[src/rtl/alu_sort_pkg.sv]
// Shared definitions for the ALU-driven bubble sort sequencer.
//   - ALU select codes the sequencer issues to the neighbouring ALU
//   - FSM state encoding
//   - borrow reconstruction from the MSBs of A, B and A-B (the ALU flag
//     outputs are not used, so the sequencer derives A<B itself)
package alu_sort_pkg;

    localparam logic [2:0] ALU_PASS_A = 3'b000;
    localparam logic [2:0] ALU_SUB    = 3'b001;
    localparam logic [2:0] ALU_PASS_B = 3'b101;

    typedef logic [2:0] state_t;

    localparam state_t S_IDLE     = 3'd0;
    localparam state_t S_CMP      = 3'd1;
    localparam state_t S_SWAP_HI  = 3'd2;
    localparam state_t S_SWAP_LO  = 3'd3;
    localparam state_t S_PASS_END = 3'd4;
    localparam state_t S_DONE     = 3'd5;

    // Borrow out of an unsigned subtraction R = A - B, recovered from MSBs.
    function automatic logic sub_borrow(input logic a_msb, input logic b_msb,
                                        input logic r_msb);
        return (~a_msb & b_msb) | (~(a_msb ^ b_msb) & r_msb);
    endfunction

endpackage

[src/rtl/sort_reg_bank.sv]
// Register bank holding the words being sorted.
//   clk, rst_n         : clock, synchronous active-low clear of every entry
//   we, waddr, wdata   : single synchronous write port
//   raddr_a / rdata_a  : asynchronous read (pair low index j)
//   raddr_b / rdata_b  : asynchronous read (pair high index j+1)
//   raddr_c / rdata_c  : asynchronous read (host read port)
module sort_reg_bank #(
    parameter int DATAWIDTH = 8,
    parameter int DEPTH     = 8,
    parameter int ADDRWIDTH = 3
) (
    input  logic                 clk,
    input  logic                 rst_n,
    input  logic                 we,
    input  logic [ADDRWIDTH-1:0] waddr,
    input  logic [DATAWIDTH-1:0] wdata,
    input  logic [ADDRWIDTH-1:0] raddr_a,
    input  logic [ADDRWIDTH-1:0] raddr_b,
    input  logic [ADDRWIDTH-1:0] raddr_c,
    output logic [DATAWIDTH-1:0] rdata_a,
    output logic [DATAWIDTH-1:0] rdata_b,
    output logic [DATAWIDTH-1:0] rdata_c
);

    logic [DATAWIDTH-1:0] mem [DEPTH];

    always_ff @(posedge clk) begin
        if (!rst_n) begin
            for (int i = 0; i < DEPTH; i++) begin
                mem[i] <= '0;
            end
        end else if (we) begin
            mem[waddr] <= wdata;
        end
    end

    assign rdata_a = mem[raddr_a];
    assign rdata_b = mem[raddr_b];
    assign rdata_c = mem[raddr_c];

endmodule

[src/rtl/alu_sort_sequencer.sv]
// Ascending unsigned bubble sort (early exit) over a small bank, using an
// external combinational ALU for both the compare and the data moves.
//   clk, rst_n                         : clock, synchronous active-low reset
//   sLoadValid/sLoadData/sLoadReady    : append a word in IDLE
//   sClear                             : in IDLE, empty the bank (count <- 0)
//   sStart, sBusy, sDone               : start request, busy, completion pulse
//   sSwapCount                         : swaps in last sort (saturating)
//   sReadAddr/sReadData                : asynchronous host read of the bank
//   sAluA, sAluB, sSelAlu, sAluResult  : drive/return of the external ALU
//   dbg_state                          : current FSM state for observation
// Handshake: a load word is accepted on any rising edge where sLoadValid and
// sLoadReady are both high; sLoadValid may be held, data must be stable.
module alu_sort_sequencer
    import alu_sort_pkg::*;
#(
    parameter int DATAWIDTH = 8,
    parameter int SELECTION = 3,
    parameter int DEPTH     = 8,
    parameter int ADDRWIDTH = 3
) (
    input  logic                 clk,
    input  logic                 rst_n,
    input  logic                 sLoadValid,
    input  logic [DATAWIDTH-1:0] sLoadData,
    output logic                 sLoadReady,
    input  logic                 sClear,
    input  logic                 sStart,
    output logic                 sBusy,
    output logic                 sDone,
    output logic [7:0]           sSwapCount,
    input  logic [ADDRWIDTH-1:0] sReadAddr,
    output logic [DATAWIDTH-1:0] sReadData,
    output logic [DATAWIDTH-1:0] sAluA,
    output logic [DATAWIDTH-1:0] sAluB,
    output logic [SELECTION-1:0] sSelAlu,
    input  logic [DATAWIDTH-1:0] sAluResult,
    output logic [2:0]           dbg_state
);

    localparam logic [ADDRWIDTH:0]   FULL     = (ADDRWIDTH+1)'(DEPTH);
    localparam logic [ADDRWIDTH-1:0] LIM_INIT = ADDRWIDTH'(DEPTH - 1);
    localparam logic [ADDRWIDTH-1:0] LIM_LAST = ADDRWIDTH'(1);

    state_t               state, state_next;
    logic [ADDRWIDTH-1:0] j, j_inc, lim;
    logic [ADDRWIDTH:0]   count;
    logic                 swapped;
    logic [DATAWIDTH-1:0] tmp;
    logic [DATAWIDTH-1:0] bank_j, bank_j1;
    logic                 gt, last_pair, load_fire, start_ok, sort_finished;
    logic                 bank_we;
    logic [ADDRWIDTH-1:0] bank_waddr;
    logic [DATAWIDTH-1:0] bank_wdata;

    assign j_inc     = j + 1'b1;
    assign last_pair = (j_inc == lim);
    // A > B exactly when A-B is non-zero and did not borrow; equal never swaps.
    assign gt = (sAluResult != '0) &&
                !sub_borrow(sAluA[DATAWIDTH-1], sAluB[DATAWIDTH-1],
                            sAluResult[DATAWIDTH-1]);

    assign sLoadReady    = (state == S_IDLE) && (count < FULL);
    // sClear wins over both a same-cycle load and a same-cycle start.
    assign load_fire     = sLoadValid && sLoadReady && !sClear;
    assign start_ok      = (state == S_IDLE) && sStart && !sClear && (count == FULL);
    assign sort_finished = !swapped || (lim == LIM_LAST);
    assign dbg_state     = state;

    sort_reg_bank #(
        .DATAWIDTH(DATAWIDTH), .DEPTH(DEPTH), .ADDRWIDTH(ADDRWIDTH)
    ) u_bank (
        .clk(clk), .rst_n(rst_n),
        .we(bank_we), .waddr(bank_waddr), .wdata(bank_wdata),
        .raddr_a(j), .raddr_b(j_inc), .raddr_c(sReadAddr),
        .rdata_a(bank_j), .rdata_b(bank_j1), .rdata_c(sReadData)
    );

    // State register
    always_ff @(posedge clk) begin
        if (!rst_n) state <= S_IDLE;
        else        state <= state_next;
    end

    // Next-state logic
    always_comb begin
        state_next = state;
        case (state)
            S_IDLE:     if (start_ok) state_next = S_CMP;
            S_CMP:      if (gt)             state_next = S_SWAP_HI;
                        else if (last_pair) state_next = S_PASS_END;
            S_SWAP_HI:  state_next = S_SWAP_LO;
            S_SWAP_LO:  state_next = last_pair ? S_PASS_END : S_CMP;
            S_PASS_END: state_next = sort_finished ? S_DONE : S_CMP;
            S_DONE:     state_next = S_IDLE;
            default:    state_next = S_IDLE;
        endcase
    end

    // Outputs: ALU drive, status and bank write port
    always_comb begin
        sAluA      = '0;
        sAluB      = '0;
        sSelAlu    = SELECTION'(ALU_PASS_A);
        sBusy      = 1'b0;
        sDone      = 1'b0;
        bank_we    = 1'b0;
        bank_waddr = j;
        bank_wdata = sAluResult;
        case (state)
            S_IDLE: begin
                bank_we    = load_fire;
                bank_waddr = count[ADDRWIDTH-1:0];
                bank_wdata = sLoadData;
            end
            S_CMP: begin
                sAluA   = bank_j;
                sAluB   = bank_j1;
                sSelAlu = SELECTION'(ALU_SUB);
                sBusy   = 1'b1;
            end
            S_SWAP_HI: begin
                // Old bank[j] moves up through the ALU into slot j+1.
                sAluA      = bank_j;
                sBusy      = 1'b1;
                bank_we    = 1'b1;
                bank_waddr = j_inc;
            end
            S_SWAP_LO: begin
                // Old bank[j+1] was captured in tmp during CMP.
                sAluB      = tmp;
                sSelAlu    = SELECTION'(ALU_PASS_B);
                sBusy      = 1'b1;
                bank_we    = 1'b1;
                bank_waddr = j;
            end
            S_PASS_END: sBusy = 1'b1;
            S_DONE:     sDone = 1'b1;
            default: ;
        endcase
    end

    // Datapath registers
    always_ff @(posedge clk) begin
        if (!rst_n) begin
            count      <= '0;
            j          <= '0;
            lim        <= '0;
            swapped    <= 1'b0;
            tmp        <= '0;
            sSwapCount <= '0;
        end else begin
            case (state)
                S_IDLE: begin
                    if (sClear)         count <= '0;
                    else if (load_fire) count <= count + 1'b1;
                    if (start_ok) begin
                        j          <= '0;
                        lim        <= LIM_INIT;
                        swapped    <= 1'b0;
                        sSwapCount <= '0;
                    end
                end
                S_CMP: begin
                    tmp <= bank_j1;
                    if (gt)              swapped <= 1'b1;
                    else if (!last_pair) j <= j_inc;
                end
                S_SWAP_LO: begin
                    if (sSwapCount != 8'hFF) sSwapCount <= sSwapCount + 8'd1;
                    if (!last_pair) j <= j_inc;
                end
                S_PASS_END: begin
                    if (!sort_finished) begin
                        lim     <= lim - 1'b1;
                        j       <= '0;
                        swapped <= 1'b0;
                    end
                end
                default: ;
            endcase
        end
    end

endmodule

[config.mk]
export PLATFORM = sky130hd
export DESIGN_NAME = alu_sort_sequencer
export DESIGN_NICKNAME = d
export VERILOG_FILES = /design/src/rtl/alu_sort_pkg.sv /design/src/rtl/sort_reg_bank.sv /design/src/rtl/alu_sort_sequencer.sv
export SDC_FILE = /design/constraint.sdc
export NUM_CORES = 1
export LEC_CHECK = 0
export CELL_PAD_IN_SITES_DETAIL_PLACEMENT = 1
export CELL_PAD_IN_SITES_GLOBAL_PLACEMENT = 2
export CORE_ASPECT_RATIO = 0.6
export CORE_UTILIZATION = 30
export CTS_CLUSTER_SIZE = 14
export DETAILED_ROUTE_END_ITERATION = 8
export GPL_TIMING_DRIVEN = 0
export PLACE_DENSITY_LB_ADDON = 0.12
export SETUP_SLACK_MARGIN = 0.1
export SLEW_MARGIN = 5
export SYNTH_ARGS = -nofsm -noshare
export SYNTH_HDL_FRONTEND = slang
export SYNTH_SLANG_ARGS = --single-unit
[constraint.sdc]
create_clock -name clk -period 6.6 [get_ports clk]
set_input_delay 0.99 -clock clk [delete_from_list [all_inputs] [get_ports clk]]
set_output_delay 0.99 -clock clk [all_outputs]
set_load 0.01 [all_outputs]
==> summary.txt, run 1 <==
Hold path
  – Worst min path class: register to register

Clock tree
  – Hold buffer count at cts: 0
  – # clock sinks: 97
  – CTS tree: built
  – Clock buffer depth: 2
  – H-tree levels: 3
  – Post-CTS setup buffer count: 0
  – TritonCTS Buffers: 9
  – CTS resizes: 0
  – Worst-Skew Late Latency: approximately 0.36 ns
  – Worst-path clk slew: 0.07 ns
  – Clock Tree Root: clkbuf_16

Critical path
  – Crit-path cells: buf_1, clkbuf_1, mux4_2, mux2i_1, nor2_1, a21oi_1, nor2_1, clkdlybuf4s50_1
  – WP data required: approximately 5.6 ns
  – Peak fanout along the critical path: 10
  – Worst path max stage delay: ~0.71 ns
  – R2r setup slk: 2.13 ns
  – CP Launch Type: register
  – CP endpoint kind: primary output
  – WS Path Type: register to primary output
  – Critical path's slowest cell: clkbuf_1
  – CP most frequent cell: nor2_1
  – CP arrival: roughly 3.7 ns

Global routing
  – Initial antenna violation count: 0
  – First-pass GRT wire length: ~28,000 um
  – Vias in the first global route: roughly 4,500
  – GRT overflow: 0
  – Tot GR Track Use: ~20%
  – Largest net degree at the start of global routing: 18

Yosys
  – Post-synthesis async set-or-reset flop share: 0%
  – Post-synth EDFFs: 64
  – Yosys synthesis warning count: 0
  – Adder-cell share of the synthesized area: ~1.5%
  – XOR/XNOR Fraction of Synth Area: approximately 2.1%
  – Complex-gate fraction of the synthesized area: 7.81%
  – Syn Nets: approximately 520
  – Mean Syn Cell Area: between 10 and 15 um^2
  – Cells after Synth: about 490
  – #FFs+latches synth: 97
  – Mapped cell area: around 5700 um^2
  – Top_reg_cell synth: edfxtp_1
  – Simple-gate share of the synthesized area: around 15%
  – Combinational family with the most area after synthesis: multiplexers
  – Mux contribution to synthesized area: roughly a quarter
  – Register area share after synthesis: between 40% and 50%
  – Yosys cell types: 52

STA
  – Slew headroom: roughly 6.6%
  – Final setup margin: 1.89 ns
  – Max Fclk: 0.213 GHz
  – Setup TNS: 0 ns
  – Final setup viols: 0
  – Post-layout minimum cycle time: roughly 4.7 ns
  – Clock Skew: roughly 0.0084 ns
  – Slew @ Worst Pin: approximately 1.4 ns
  – Fin. Hold Viols: 0
  – Period Utilization, post-route: 71.3%
  – WHS: between 0.5 and 0.6 ns
  – Slew Viols, Final: 0
  – RSZ-0062 raised after global routing: false

Finish
  – Commonest non-fill, non-tap cell in the layout: nor2_1
  – Share of cells above drive strength 1: about 15%
  – Total Nets Final: ~600
  – Diode count: 0
  – Synthesis-to-finish area growth: 21.3%
  – Most frequent cells in the layout: nor2_1 (102), edfxtp_1 (64), clkdlybuf4s50_1 (60), mux4_2 (48), dfxtp_1 (33)

Floorplanning
  – I/O pins: between 60 and 70
  – Die area: just under 20,000 um^2
  – Initial Utilization: 31.1%
  – Core ar.: approximately 18,000 um^2
  – Cell Rows: 38
  – Chip Width: around 180 um
  – Die H: approximately 110 um

Place
  – Final Wtd Congestion: just under 0.8
  – Post-DP HPWL: ~14,000 um
  – DP Worst Slack: approximately 2.2 ns
  – Number of port buffers: 60

Power
  – Leak: 0.00247 uW
  – Total power: approximately 1400 uW
  – Net Sw Frac: between 20% and 30%
  – Max VDD drop: approximately 0.00013 V
  – Psw: 317 uW
  – Clk pwr share: about two fifths
  – Pint: around 1000 uW
  – Comb power frac: under 10%
  – Sequential Power Share: between 40% and 50%
  – Pwr Density: between 150 and 200 nW/um^2

Route
  – Vias after detailed routing: 4,279
  – Drt wl/cell: ~23 um
  – Drt total wl: between 15,000 and 20,000 um
  – Initial DRC Count: around 290
  – DR pass1 iterations: 6
  – Drc violations: 4
  – Vias per cell: ~5.3
  – Antenna Violating Nets Remaining: 0

Outcome
  – Outcome: finished with violations
  – Violated checks: design-rule violations

Run
  – Max cap viols: 0
## cell usage after synthesis, types with 2 or more instances
cell      number  area share, %
nor2_1       102            6.7
edfxtp_1      64             34
mux4_2        48             19
dfxtp_1       33             12
nand2_1       30            2.0
mux2i_1       25            4.4
a21oi_1       22            1.9
clkbuf_1      19            1.3
o21ai_0       13            1.1
inv_1         11           0.73
o211a_1        9            1.6
mux2_2         8            1.6
nand3_1        8           0.70
nor2b_1        8           0.88
xnor2_1        8            1.2
ha_1           7            1.5
buf_2          5           0.44
nand2b_1       5           0.55
a21boi_0       4           0.53
and2_1         4           0.44
and3_1         4           0.44
buf_1          4           0.26
nand4_1        4           0.44
a21o_1         3           0.40
nor3_1         3           0.26
nor4_1         3           0.33
o31ai_1        3           0.40
xor2_1         3           0.46
a211oi_2       2           0.44
buf_4          2           0.26
buf_6          2           0.40
o211ai_1       2           0.26
o41ai_1        2           0.31
or2_2          2           0.22
or3_1          2           0.22
or4_1          2           0.26
## area by class of cell
cell class,instances,area (um^2)
fill,2020,11400
multi-input combinational,352,2910
sequential,97,2580
timing repair buffer,60,601
tap,240,300
clock buffer,11,254
buffer,32,149
clock inverter,5,58.8
inverter,11,41.3
## final timing paths
path         endpoint   start  depth (start not counted)
min            tmp[6]  tmp[6]                          1
max          sAluB[6]    j[0]                          8
min reg2reg    tmp[6]  tmp[6]                          1
max reg2reg      j[0]    j[0]                         12
## per-stage QoR
stage	cells	instance area, um^2	utilization, %
floorplan	492	5690	-
global placement	792	6590	36.0
detailed placement	792	6590	36.0
CTS	808	6900	37.7
global route	808	6900	37.7
finish	808	6900	37.7
## power by group through the flow
stage | sequential, uW | combinational, uW | clock, uW
after CTS | 674 | 119 | 577
after floorplan | 682 | 67.9 | 0
final | 675 | 117 | 565
after global routing | 677 | 126 | 600
after global placement | 687 | 117 | 0
after detailed placement | 688 | 119 | 0
## flip-flops by register name, indices dropped and copies added, names as in the netlist, named ones only
signal / flops
count: 4
sSwapCount: 8
swapped: 1
tmp: 8
dbg_state: 3
u_bank.mem: 64
lim: 3
j: 3
## worst max-delay path: cells and delay by family (launching register included)
| kind | cells | cell delay (ns) |
|---|---|---|
| AOI/OAI and AO/OA | 1 | 0.15 |
| muxes | 2 | 0.80 |
| buffers and inverters | 3 | 1.86 |
| DFF | 1 | 0.43 |
| and+or+nand+nor | 2 | 0.12 |
## cells by family (layout without fill, tap and decap cells)
family,after synthesis,in the layout
compound gates,66,66
xor+xnor,12,12
fa+ha+maj,7,7
buf+inv,43,119
flops,97,97
mux,81,81
other cells,1,1
simple gates,185,185
## metal layers
metal	part of all wire, %	wire length, um	vias up	global-route usage [%]
met1	53	9750	2178	30.6
li1	-	-	1982	-
met2	41	7460	109	28.9
met5	0	0	-	0
met3	4.8	878	10	3.94
met4	0.77	140	0	4.06
(Power assumes the default switching activity.)
==> run 2: changes to the inputs <==
clock period = 4.88 ns   (was 6.6 ns; I/O delays follow)
==> run 2 against run 1 <==
Net effect: the flow still finishes with violations (design-rule violations); worst setup slack got worse by 1.2 ns; global-route usage did not move; non-clock buffer count did not move; sequential power rose by 35%; die area did not move; cell count did not move; routed wire length did not move; critical path type unchanged; largest cell class unchanged; highest routed layer unchanged.
==> summary.txt, run 2 (synthesis gave the netlist of run 1 again) <==
Outcome
  – Outcome: finished with violations
  – Violated checks: design-rule violations

Finish
  – Layout Cell Area excl Fill: 6910 um^2 (+0.11%)
  – Top flop regs: u_bank.mem x64, sSwapCount x8, tmp x8
  – Max reg flops: 64 (unchanged)
  – Diode count: 0 (unchanged)
  – Layout Cells excl Fill: 808 (unchanged)
  – Synthesis-to-finish area growth: 21.5%
  – Biggest register: u_bank.mem
  – Most frequent cells in the layout: nor2_1 (102), edfxtp_1 (64), clkdlybuf4s50_1 (60), mux4_2 (48), dfxtp_1 (33)
  – Commonest non-fill, non-tap cell in the layout: nor2_1
  – Share of cells above drive strength 1: 15.5% (+0.18 points)
  – Total Nets Final: 594 (unchanged)

Route
  – Drc violations: 4 (unchanged)
  – Drt total wl: 18,200 um (unchanged)
  – DR pass1 iterations: 7 (+1)
  – Vias per cell: 5.31 (+0.21%)
  – Vias after detailed routing: 4,288 (+0.21%)
  – Initial DRC Count: 251 (-12%)
  – Drt wl/cell: 22.6 um (unchanged)
  – Antenna Violating Nets Remaining: 0 (unchanged)

Global routing
  – GR Layer Usage met1: 30.6% (unchanged)
  – Tot GR Track Use: 20.0% (unchanged)
  – Largest net degree at the start of global routing: 18 (unchanged)
  – Vias in the first global route: 4,491 (unchanged)
  – GRT overflow: 0 (unchanged)
  – Global Route met2 Usage: 28.9% (unchanged)
  – Gr busiest metal: met1
  – Met3 usage: 3.94% (unchanged)
  – Initial antenna violation count: 0 (unchanged)
  – First-pass GRT wire length: 28,100 um (unchanged)

Place
  – Placed inst area: 6590 um^2 (unchanged)
  – Post-DP HPWL: 14,300 um (unchanged)
  – Final Wtd Congestion: 0.790 (unchanged)
  – Dpl cells: 792 (unchanged)
  – Number of port buffers: 60 (unchanged)

STA
  – Clock Skew: 0.00983 ns (+0.00147 ns)
  – Slew @ Worst Pin: 1.35 ns (-0.0468 ns)
  – Fin. Hold Viols: 0 (unchanged)
  – Post-layout minimum cycle time: 4.20 ns
  – Slew headroom: 9.71% (+3.1 points)
  – Period Utilization, post-route: between 80% and 90%
  – Final setup viols: 0 (unchanged)
  – RSZ-0062 raised after global routing: false
  – Max Fclk: between 0.2 and 0.25 GHz
  – Slew Viols, Final: 0 (unchanged)
  – Setup TNS: 0 ns (unchanged)

Power
  – Pint: 1410 uW (+35%)
  – Clk pwr share: 41.6% (about the same)
  – Sequential Power Share: 49.8% (about the same)
  – Comb power frac: 8.6% (about the same)
  – Net Sw Frac: 23.3% (-0.063 points)
  – Psw: 427 uW (+35%)
  – Max VDD drop: 0.000168 V (+34%)
  – Pwr Density: 265 nW/um^2 (+35%)
  – Leak: 0.00248 uW (+0.28%)

Clock tree
  – Worst-path clk slew: 0.07 ns (about the same)
  – CTS tree: built
  – TritonCTS Buffers: 9 (unchanged)
  – H-tree levels: 3 (unchanged)
  – # clock sinks: 97 (unchanged)
  – Worst-Skew Late Latency: 0.35 ns (about the same)
  – Post-CTS setup buffer count: 0 (unchanged)
  – Clock buffer depth: 2 (unchanged)
  – Clock Tree Root: clkbuf_16

Run
  – Max cap viols: 0 (unchanged)

Floorplanning
  – Initial Utilization: 31.1% (unchanged)
  – Core ar.: 18,300 um^2 (unchanged)
  – I/O pins: 65 (unchanged)
  – Die area: 19,500 um^2 (unchanged)
  – Cell Rows: 38 (unchanged)
  – Chip Width: 180 um (unchanged)
  – Die H: 109 um (unchanged)

Critical path
  – CP endpoint kind: primary output
  – CP arrival: 3.47 ns (-0.25 ns)
  – Peak fanout along the critical path: 8 (-2)
  – CP Launch Type: register
  – WS Path Type: register to primary output
  – R2r setup slk: 0.69 ns (-1.44 ns)
  – WP data required: 4.15 ns (-1.46 ns)

Hold path
  – Worst min path class: register to register
## run 2: area by class of cell
cell class,count,area [um^2]
sequential,97,2580
inverter,11,41.3
fill,2023,11400
multi-input combinational,352,2910
tap,240,300
clock buffer,11,254
clock inverter,5,58.8
buffer,32,156
timing repair buffer,60,601
## run 2: power groups by stage
| stage | registers, uW | clock network [uW] | logic, uW |
|---|---|---|---|
| final | 913 | 762 | 159 |
| after floorplan | 923 | 0 | 91.9 |
| after global routing | 916 | 811 | 171 |
| after detailed placement | 931 | 0 | 160 |
| after CTS | 912 | 781 | 161 |
| after global placement | 929 | 0 | 159 |
## run 2: routing by layer
metal,up-vias,routed length [um]
met5,-,0
met4,0,144
met3,12,922
met2,111,7390
met1,2181,9770
li1,1984,-
## run 2: timing repair
item / CTS / global route
hold endpoints to repair: 0 / 0
hold buffers: 0 / 0
resized for setup: 0 / 3
endpoints found under the setup margin: 0 / 3
## run 2: path summary, 6_finish.rpt
check,from,endpoint,cells past startpoint
hold / removal,tmp[6],tmp[6],1
hold reg to reg,tmp[6],tmp[6],1
setup / recovery,j[0],sAluB[6],7
setup reg to reg,j[0],j[0],11
## run 2: critical path: stages, from the launching register on
cell	delay, ns
dfxtp_1	0.42
ha_1	0.31
xor2_1	1.06
mux2i_1	0.54
nor2_1	0.07
a21oi_1	0.15
nor2_1	0.05
clkdlybuf4s50_1	0.51
## run 2: through the flow
stage	utilization, %	hold WS, ns	setup slack (ns)	total power [uW]
CTS	37.7	0.508	0.426	1850
global placement	36.0	0.481	0.645	1090
detailed placement	36.0	0.488	0.460	1090
floorplan	-	0.472	1.55	1010
global route	37.7	0.518	0.339	1900
finish	37.7	0.506	0.681	1830
